File: src/rtl/mem_arbiter.sv
// ---------------------------------------------------------------------------
// mem_arbiter
//
// Purpose:
//   Shares one external word-memory port between the instruction cache
//   (port 0) and the data cache (port 1). Requests are arbitrated
//   round-robin and forwarded to memory with no added latency. Every
//   accepted read records its owner in a small FIFO, so the in-order read
//   responses coming back from memory are steered to the port that issued
//   them.
//
// Parameters:
//   OUTSTANDING   maximum number of reads in flight (power of two, >= 2)
//
// Ports:
//   i_clk, i_rst            clock, asynchronous active-high reset
//   i_pN_addr/ren/wen/wdata port N request (addr bits[1:0] ignored)
//   o_pN_ready              port N request accepted this cycle
//   o_pN_rdata/valid        port N read response (valid is a 1-cycle pulse)
//   i_mem_ready             memory accepts a request this cycle
//   o_mem_addr/ren/wen/wdata forwarded request (addr bits[1:0] forced to 0)
//   i_mem_rdata/valid       memory read response
//   o_err                   sticky: a response arrived with no read pending
// ---------------------------------------------------------------------------
module mem_arbiter #(
    parameter int OUTSTANDING = 4
) (
    input  logic        i_clk,
    input  logic        i_rst,

    input  logic [31:0] i_p0_addr,
    input  logic        i_p0_ren,
    input  logic        i_p0_wen,
    input  logic [31:0] i_p0_wdata,
    output logic        o_p0_ready,
    output logic [31:0] o_p0_rdata,
    output logic        o_p0_valid,

    input  logic [31:0] i_p1_addr,
    input  logic        i_p1_ren,
    input  logic        i_p1_wen,
    input  logic [31:0] i_p1_wdata,
    output logic        o_p1_ready,
    output logic [31:0] o_p1_rdata,
    output logic        o_p1_valid,

    input  logic        i_mem_ready,
    output logic [31:0] o_mem_addr,
    output logic        o_mem_ren,
    output logic        o_mem_wen,
    output logic [31:0] o_mem_wdata,
    input  logic [31:0] i_mem_rdata,
    input  logic        i_mem_valid,

    output logic        o_err
);

    localparam int PTR_W = $clog2(OUTSTANDING);
    localparam int CNT_W = PTR_W + 1;
    localparam logic [CNT_W-1:0] CNT_FULL = CNT_W'(OUTSTANDING);

    // Identity of an upstream port; used both for the round-robin history
    // and for the owner tag stored with every outstanding read.
    typedef enum logic {
        PORT_ICACHE = 1'b0,
        PORT_DCACHE = 1'b1
    } port_e;

    // Registered state
    port_e            last_grant_q, last_grant_d;
    port_e            owner_q [OUTSTANDING];
    port_e            owner_d [OUTSTANDING];
    logic [PTR_W-1:0] wr_ptr_q, wr_ptr_d;
    logic [PTR_W-1:0] rd_ptr_q, rd_ptr_d;
    logic [CNT_W-1:0] count_q, count_d;
    logic             err_q, err_d;

    // Combinational decode
    logic        p0_req, p1_req;
    logic        p0_elig, p1_elig;
    logic        grant0, grant1;
    logic        fifo_empty, fifo_full;
    logic        pop, push, accept;
    logic        read_room;
    port_e       head_owner;

    // Request decode, eligibility and round-robin grant. A port asserting
    // both ren and wen is treated as a read, so wen only matters when ren is
    // low. A read needs a free owner slot, which also exists when the FIFO is
    // full but its head is retiring this very cycle. Nothing is granted while
    // reset is asserted so no request can slip through during reset.
    always_comb begin
        p0_req     = i_p0_ren | i_p0_wen;
        p1_req     = i_p1_ren | i_p1_wen;

        fifo_empty = (count_q == '0);
        fifo_full  = (count_q == CNT_FULL);
        pop        = i_mem_valid & ~fifo_empty;
        read_room  = ~fifo_full | pop;

        p0_elig    = p0_req & (~i_p0_ren | read_room) & ~i_rst;
        p1_elig    = p1_req & (~i_p1_ren | read_room) & ~i_rst;

        // With both ports eligible, the one that was not granted last wins.
        grant0     = p0_elig & (~p1_elig | (last_grant_q == PORT_DCACHE));
        grant1     = p1_elig & (~p0_elig | (last_grant_q == PORT_ICACHE));
    end

    // Forward the granted request to memory. The bus is driven to all zeros
    // when nobody is granted so idle cycles look clean downstream.
    always_comb begin
        o_mem_addr  = '0;
        o_mem_ren   = 1'b0;
        o_mem_wen   = 1'b0;
        o_mem_wdata = '0;
        if (grant0) begin
            o_mem_addr  = i_p0_addr & ~32'h3;
            o_mem_ren   = i_p0_ren;
            o_mem_wen   = i_p0_wen & ~i_p0_ren;
            o_mem_wdata = i_p0_wdata;
        end else if (grant1) begin
            o_mem_addr  = i_p1_addr & ~32'h3;
            o_mem_ren   = i_p1_ren;
            o_mem_wen   = i_p1_wen & ~i_p1_ren;
            o_mem_wdata = i_p1_wdata;
        end
    end

    // Handshake back to the caches. The loser sees ready low and holds.
    always_comb begin
        o_p0_ready = grant0 & i_mem_ready;
        o_p1_ready = grant1 & i_mem_ready;
        accept     = o_p0_ready | o_p1_ready;
        push       = accept & o_mem_ren;
    end

    // Response steering: the FIFO head names the owner of the response now
    // on the bus. Read data itself is broadcast to both ports unqualified.
    always_comb begin
        head_owner = owner_q[rd_ptr_q];
        o_p0_valid = pop & (head_owner == PORT_ICACHE);
        o_p1_valid = pop & (head_owner == PORT_DCACHE);
        o_p0_rdata = i_mem_rdata;
        o_p1_rdata = i_mem_rdata;
        o_err      = err_q;
    end

    // Next-state for the owner FIFO, round-robin history and error flag.
    // A simultaneous push and pop advances both pointers and leaves the
    // count unchanged; pointers wrap naturally at the power-of-two depth.
    always_comb begin
        last_grant_d = last_grant_q;
        owner_d      = owner_q;
        wr_ptr_d     = wr_ptr_q;
        rd_ptr_d     = rd_ptr_q;
        count_d      = count_q;
        err_d        = err_q;

        if (accept) begin
            last_grant_d = grant1 ? PORT_DCACHE : PORT_ICACHE;
        end

        if (push) begin
            owner_d[wr_ptr_q] = grant1 ? PORT_DCACHE : PORT_ICACHE;
            wr_ptr_d          = wr_ptr_q + PTR_W'(1);
        end

        if (pop) begin
            rd_ptr_d = rd_ptr_q + PTR_W'(1);
        end

        case ({push, pop})
            2'b10:   count_d = count_q + CNT_W'(1);
            2'b01:   count_d = count_q - CNT_W'(1);
            default: count_d = count_q;
        endcase

        // A response with nothing outstanding is dropped and remembered.
        if (i_mem_valid && fifo_empty) begin
            err_d = 1'b1;
        end
    end

    // State registers. Reset forgets all outstanding reads, so responses
    // to reads issued before reset later show up as spurious and set o_err.
    // The history resets to port 1 so port 0 wins the first contention.
    always_ff @(posedge i_clk or posedge i_rst) begin
        if (i_rst) begin
            last_grant_q <= PORT_DCACHE;
            wr_ptr_q     <= '0;
            rd_ptr_q     <= '0;
            count_q      <= '0;
            err_q        <= 1'b0;
            for (int i = 0; i < OUTSTANDING; i++) begin
                owner_q[i] <= PORT_ICACHE;
            end
        end else begin
            last_grant_q <= last_grant_d;
            wr_ptr_q     <= wr_ptr_d;
            rd_ptr_q     <= rd_ptr_d;
            count_q      <= count_d;
            err_q        <= err_d;
            for (int i = 0; i < OUTSTANDING; i++) begin
                owner_q[i] <= owner_d[i];
            end
        end
    end

endmodule
File: config.mk
export PLATFORM = sky130hd
export DESIGN_NAME = mem_arbiter
export DESIGN_NICKNAME = d
export VERILOG_FILES = /design/src/rtl/mem_arbiter.sv
export SDC_FILE = /design/constraint.sdc
export NUM_CORES = 1
export LEC_CHECK = 0
export BUFFER_PORTS_ARGS = -buffer_cell sky130_fd_sc_hd__buf_2
export CORE_AREA = 2 2 119 121
export CTS_BUF_LIST = sky130_fd_sc_hd__clkbuf_16
export DETAILED_ROUTE_END_ITERATION = 10
export DIE_AREA = 0 0 121 123
export HOLD_SLACK_MARGIN = 0.12
export RECOVER_POWER = 50
export SLEW_MARGIN = 40
export SYNTH_ARGS = -nofsm -noshare
export SYNTH_HDL_FRONTEND = slang
export SYNTH_SLANG_ARGS = --single-unit
File: constraint.sdc
create_clock -name i_clk -period 4.8 [get_ports i_clk]
set_input_delay 0.24 -clock i_clk [delete_from_list [all_inputs] [get_ports i_clk]]
set_output_delay 0.24 -clock i_clk [all_outputs]
set_load 0.01 [all_outputs]
=== Word level (Yosys, flattened, before mapping) ===
Cells that the tools add are included.

* Bits in registers: 13
* Word-level logic and storage cells: 72
* Output and inout bits: 135

* Order comparisons: 3
* Bitwise gates (word level): 33
* Muxes and demuxes: 16
* Equal/unequal tests: 3
* $add $sub $neg: 4
* Reduce and logical (&&, ||, !) cells: 4

{| class="wikitable"
|+ Operators with widths
! operator !! number
|-
| $mux W32 || 4
|-
| $and A1 B1 Y1 || 14
|-
| $not A1 Y1 || 9
|-
| $mux W1 || 8
|-
| $or A1 B1 Y1 || 8
|-
| $ge A3 B3 Y1 const B || 2
|-
| $not A2 Y3 || 2
|-
| $pmux W3 S2 || 1
|-
| $add A2 B1 Y2 const B || 2
|-
| $bwmux W4 || 1
|-
| $add A3 B1 Y3 const B || 1
|-
| $eq A3 B3 Y1 const B || 1
|-
| $logic_not A3 Y1 || 1
|-
| $lt A3 B1 Y1 const B || 1
|-
| $sub A3 B1 Y3 const B || 1
|-
| $bmux W1 S2 || 1
|-
| $demux W1 S2 || 1
|-
| $eq A2 B1 Y1 const B || 1
|-
| $eq A2 B2 Y1 const B || 1
|-
| $logic_and A1 B1 Y1 || 2
|-
| $reduce_bool A2 Y1 || 1
|}

=== Logic depth before layout (Yosys ltp) ===
* Depth in word-level cells: 15
* Gate-level depth with buffers: 11
* Depth with buffers taken out: 10

=== Worst setup path after synthesis ===
No wires, ideal clock.

* Path type: reg2reg
* From: reg count_q[0]
* To: reg count_q[2]
* Data arrival time: 2.245 ns
* Slack: 2.475 ns
* Period minus slack after synthesis: 2.325 ns
* Cell stages (with the launch flop): 12
* Library setup time: 0.079 ns
* Required time: 4.721 ns
* Path through: dfrtp_1 > nor4b_4 > nor2_1 > and4b_1 > clkbuf_1 > inv_1 > ha_1 > inv_1 > fa_1 > xor2_1 > nor2_1 > xor2_1

* Cells in the longest elaborated chain, start to end: 15

{| class="wikitable"
|+ Ends and longest elaborated chain
! what !! RTL line !! RTL
|-
| start, declared || 75 || <nowiki>logic [CNT_W-1:0] count_q, count_d;</nowiki>
|-
| start signal, assigned || 201 || <nowiki>count_q <= count_d;</nowiki>
|-
| $logic_not A3 Y1 || 96 || <nowiki>fifo_empty = (count_q == '0);</nowiki>
|-
| $not A1 Y1 || 98 || <nowiki>pop = i_mem_valid & ~fifo_empty;</nowiki>
|-
| $and A1 B1 Y1 || 98 ||
|-
| $or A1 B1 Y1 || 99 || <nowiki>read_room = ~fifo_full | pop;</nowiki>
|-
| $or A1 B1 Y1, on equally long branches || 102, 101 ||
|-
| $and A1 B1 Y1, on equally long branches (2 in a row) || 102, 101 ||
|-
| $not A1 Y1, on equally long branches || 105, 106 ||
|-
| $or A1 B1 Y1, on equally long branches || 105, 106 ||
|-
| $and A1 B1 Y1, on equally long branches || 105, 106 ||
|-
| $and A1 B1 Y1, or another cell as far along || 131 || <nowiki>o_p0_ready = grant0 & i_mem_ready;</nowiki>
|-
| $or A1 B1 Y1 or $mux W1 (tied branches) || 133, 116 ||
|-
| $and A1 B1 Y1 || 134 || <nowiki>push = accept & o_mem_ren;</nowiki>
|-
| $eq A2 B1 Y1 or $eq A2 B2 Y1 (tied branches) || 172 || <nowiki>case ({push, pop})</nowiki>
|-
| $pmux W3 S2 or $reduce_bool A2 Y1 (tied branches) || - ||
|}

Several ways; a longest one is shown, not always the timed one.
A chain may end at the register's enable or synchronous reset.

=== Worst setup path after layout ===
* From: reg count_q[0]
* To: out o_mem_wdata[4]

* Cells in the longest elaborated chain, start to end: 12

{| class="wikitable"
|+ Ends and longest elaborated chain
! what !! RTL line !! RTL
|-
| $logic_not A3 Y1 || 96 ||
|-
| $not A1 Y1 || 98 ||
|-
| $and A1 B1 Y1 || 98 ||
|-
| $or A1 B1 Y1 * || 99 ||
|-
| $or A1 B1 Y1 || 101 || <nowiki>p0_elig = p0_req & (~i_p0_ren | read_room) & ~i_rst;</nowiki>
|-
| $and A1 B1 Y1 (2 in a row) || 101 ||
|-
| $not A1 Y1 || 106 || <nowiki>grant1 = p1_elig & (~p0_elig | (last_grant_q == PORT_ICACHE));</nowiki>
|-
| $or A1 B1 Y1 || 106 ||
|-
| $and A1 B1 Y1 || 106 ||
|-
| $mux W32 || 121 || <nowiki>end else if (grant1) begin</nowiki>
|-
| $mux W32 * || 116 || <nowiki>if (grant0) begin</nowiki>
|-
| end, declared || 51 || <nowiki>output logic [31:0] o_mem_wdata,</nowiki>
|}

Mark *: on every way between the ends. The rest lies on a longest branch, timed or not.

==> flow_metrics.py <==
metrics = {
    "outcome": {
        "status": "finished, final reports clean",
    },
    "detailed_routing": {
        "wl_per_cell_um": 14.15,
        "drt-initial-drc-count": 30,
        "dr.pass1.iters": 5,
        "ant_nets": 0,
        "vias": 2085,
        "drc": 0,
        "drt-total-wl_um": 7430,
        "viasPerCell": 3.971,
    },
    "floorplan": {
        "fp.coreArea_sq_um": 13610,
        "die-area_sq_um": 14880,
        "start_util_pct": 14.01,
        "rows": 43,
        "fp.dieW_um": 121,
        "ios": 303,
        "chipHeight_um": 123,
    },
    "layout": {
        "syn_to_final_growth_pct": 40.42,
        "antenna_cells": 0,
        "post-route-cell-area_sq_um": 2678,
        "fin_nets": 520,
        "drive_gt1_share_pct": 60.29,
    },
    "setup_path": {
        "startpoint": "count_q[0]$_DFFE_PP0P_",
        "path_max_fanout": 45,
        "cp-end-kind": "output pin",
        "regToRegSetupSlack_ps": 2370,
        "r2r-start": "count_q[0]$_DFFE_PP0P_",
        "arrival_ps": 2780,
        "ff2ff_path_depth": 10,
        "critical_path_required_ps": 4560,
        "rr_endpoint": "count_q[2]$_DFFE_PP0P_",
        "path_class": "reg -> out",
        "start_kind": "flop",
    },
    "power": {
        "p_leak_nw": 1.513,
        "power_density_nw_per_um2": 385.2,
        "ir_drop_v": 0.0001093,
    },
    "sta": {
        "hold_violations": 0,
        "finalSetupTns_ps": 0,
        "tightest_slew_ps": 704.5,
        "fin_crit_ps": 3018,
        "rsz0062_at_grt": "false",
        "clock.fmax_ghz": 0.3313,
        "slew-limit-headroom_pct": 53.03,
        "skew_ps": 0.6727,
        "post-route-period-util_pct": 62.88,
        "whs_ps": 261.1,
        "setup_viol": 0,
        "final-max-slew-violation-count": 0,
    },
    "synth": {
        "synthCells": 218,
        "synth_top_family_by_area": "compound AO/OA/AOI/OAI gates",
        "avgSynthCellArea_sq_um": 8.747,
        "muxShareOfSynthArea_pct": 1.706,
        "yosys.area_share.simple_pct": 7.808,
        "yosysMostFrequentCell": "buf_4",
        "synth-edff-count": 0,
        "synthTopCellsByCount": "70 x buf_4, 62 x a22o_1, 12 x dfrtp_1, 10 x inv_1",
        "yosysTopAreaCell": "a22o_1",
        "synth_fa_ha_area_share_pct": 4.331,
        "yosys_warnings": 0,
        "ys_types": 32,
        "yosys_register_bits": 13,
        "synth_top_area_share_pct": 28.48,
        "synthTopCellsByArea": "a22o_1 28%, buf_4 28%, dfrtp_1 16%",
        "ys.flop_type": "dfrtp_1",
        "async_flop_share_pct": 100.0,
        "synth-compound-area-share_pct": 33.99,
        "ys_seq_area_share_pct": 17.13,
        "syn-cell-area_sq_um": 1907,
        "synth_xor_area_share_pct": 2.756,
    },
    "global_route": {
        "grt_usage_pct": 8.869,
        "grt_antenna_before_repair": 0,
        "grt_max_degree": 68,
        "grt_pass1_wl_um": 10140,
        "grt_overflow": 0,
        "grt_pass1_vias": 1995,
    },
    "clock_tree": {
        "cts-root-buf": "clkbuf_16",
        "clk_pin_slew_ps": 40,
        "numCtsBuffers": 3,
        "insertion_delay_ps": 240,
        "ctsResizeCount": 0,
        "cts_tree": "yes",
        "ctsHtreeMaxLevel": 1,
        "cts.sinks": 13,
        "clk_path_buf_depth": 2,
    },
    "min_path": {
        "hp-class": "in -> reg",
        "hp-start": "i_mem_valid",
        "min_to": "o_err$_DFFE_PP0P_",
        "min_path_cells": 2,
    },
    "placed_design": {
        "gp_congestion": 0.8077,
        "portBuffers": 200,
        "detailed_place_hpwl_um": 6191,
        "place_area_sq_um": 2591,
    },
    "job": {
        "cap_violations": 0,
    },
}
## layer usage
metal / vias up / part of all wire [%] / GRT usage (%)
li1: 984 / - / -
met1: 930 / 35 / 9.218
met2: 155 / 54 / 17.63
met3: 16 / 9.4 / 1.937
met4: 0 / 1.2 / 2.616
met5: - / 0 / 0
## power by group
| part | total (mW) | leakage [nW] | switching (mW) | internal, mW |
|---|---|---|---|---|
| registers | 0.223 | 0.153 | 0.0538 | 0.170 |
| logic | 0.653 | 1.32 | 0.341 | 0.312 |
| clock network | 0.155 | 0.0423 | 0.0455 | 0.110 |
## final cells by class
class,count,area (sq um)
fill,1534,10930
sequential,13,326.6
timing repair buffer,203,1023
multi-input combinational,115,985.9
clock inverter,1,3.754
clock buffer,3,75.07
tap,180,225.2
inverter,10,37.54
## stage by stage
step           worst slack, ps  utilization [%]  instances  power (mW)
2_1_floorplan             2475                -        219      0.6845
3_3_place_gp              1954            19.04        520      0.8809
3_5_place_dp              1955            19.04        520      0.8909
4_1_cts                   1668            19.69        525       1.052
5_1_grt                   1575            19.67        525       1.129
6_report                  1782            19.67        525       1.031
## cell usage in the layout, fill, tap and decap left out, types with 2 or more instances in the layout
cell type / Yosys / layout
a21o_1: 2 / 2
clkbuf_1: 5 / 2
dfrtp_1: 12 / 12
and2_1: 2 / 2
buf_2: 6 / 198
nand2b_1: 2 / 2
a21oi_1: 2 / 2
xor2_1: 2 / 2
buf_4: 70 / 2
xnor2_1: 4 / 4
nand3_1: 4 / 4
ha_1: 5 / 5
a32o_1: 5 / 5
inv_1: 10 / 11
clkbuf_16: 0 / 3
nor2_1: 6 / 6
a22o_1: 62 / 62
nand2_1: 4 / 4
conb_1: 1 / 2
## repair_timing
action,CTS,global route
endpoints found under the hold margin,12,0
hold buffers,1,0
buffers inserted,0,0
## critical path, cell delays in order (launching register included)
cell	delay, ps
dfrtp_1	430
nor4b_4	380
a21oi_1	190
a21oi_4	580
buf_4	550
a22o_1	240
buf_2	140
## cells by family after synthesis
logic type | count (synthesis)
XOR/XNOR | 6
AO/OA/AOI/OAI | 75
flip-flops | 13
multiplexers | 2
other | 1
AND/OR/NAND/NOR | 24
adder cells (fa/ha/maj) | 6
buffers and inverters | 91
## worst max path at each step
stage / end / slack [ps] / cells past startpoint
floorplan: count_q[2]$_DFFE_PP0P_ / 2480 / 11
CTS: o_mem_addr[30] / 1670 / 6
finish: o_mem_wdata[4] / 1780 / 6
global placement: o_mem_addr[30] / 1950 / 6
global route: o_mem_addr[30] / 1580 / 6
detailed placement: o_mem_addr[30] / 1960 / 6
## flip-flops by register name, summed over array words and instances (netlist names)
register      cells
owner_q           4
count_q           3
rd_ptr_q          2
wr_ptr_q          2
last_grant_q      1
o_err             1
No activity file was read; power rests on OpenSTA's default activity.
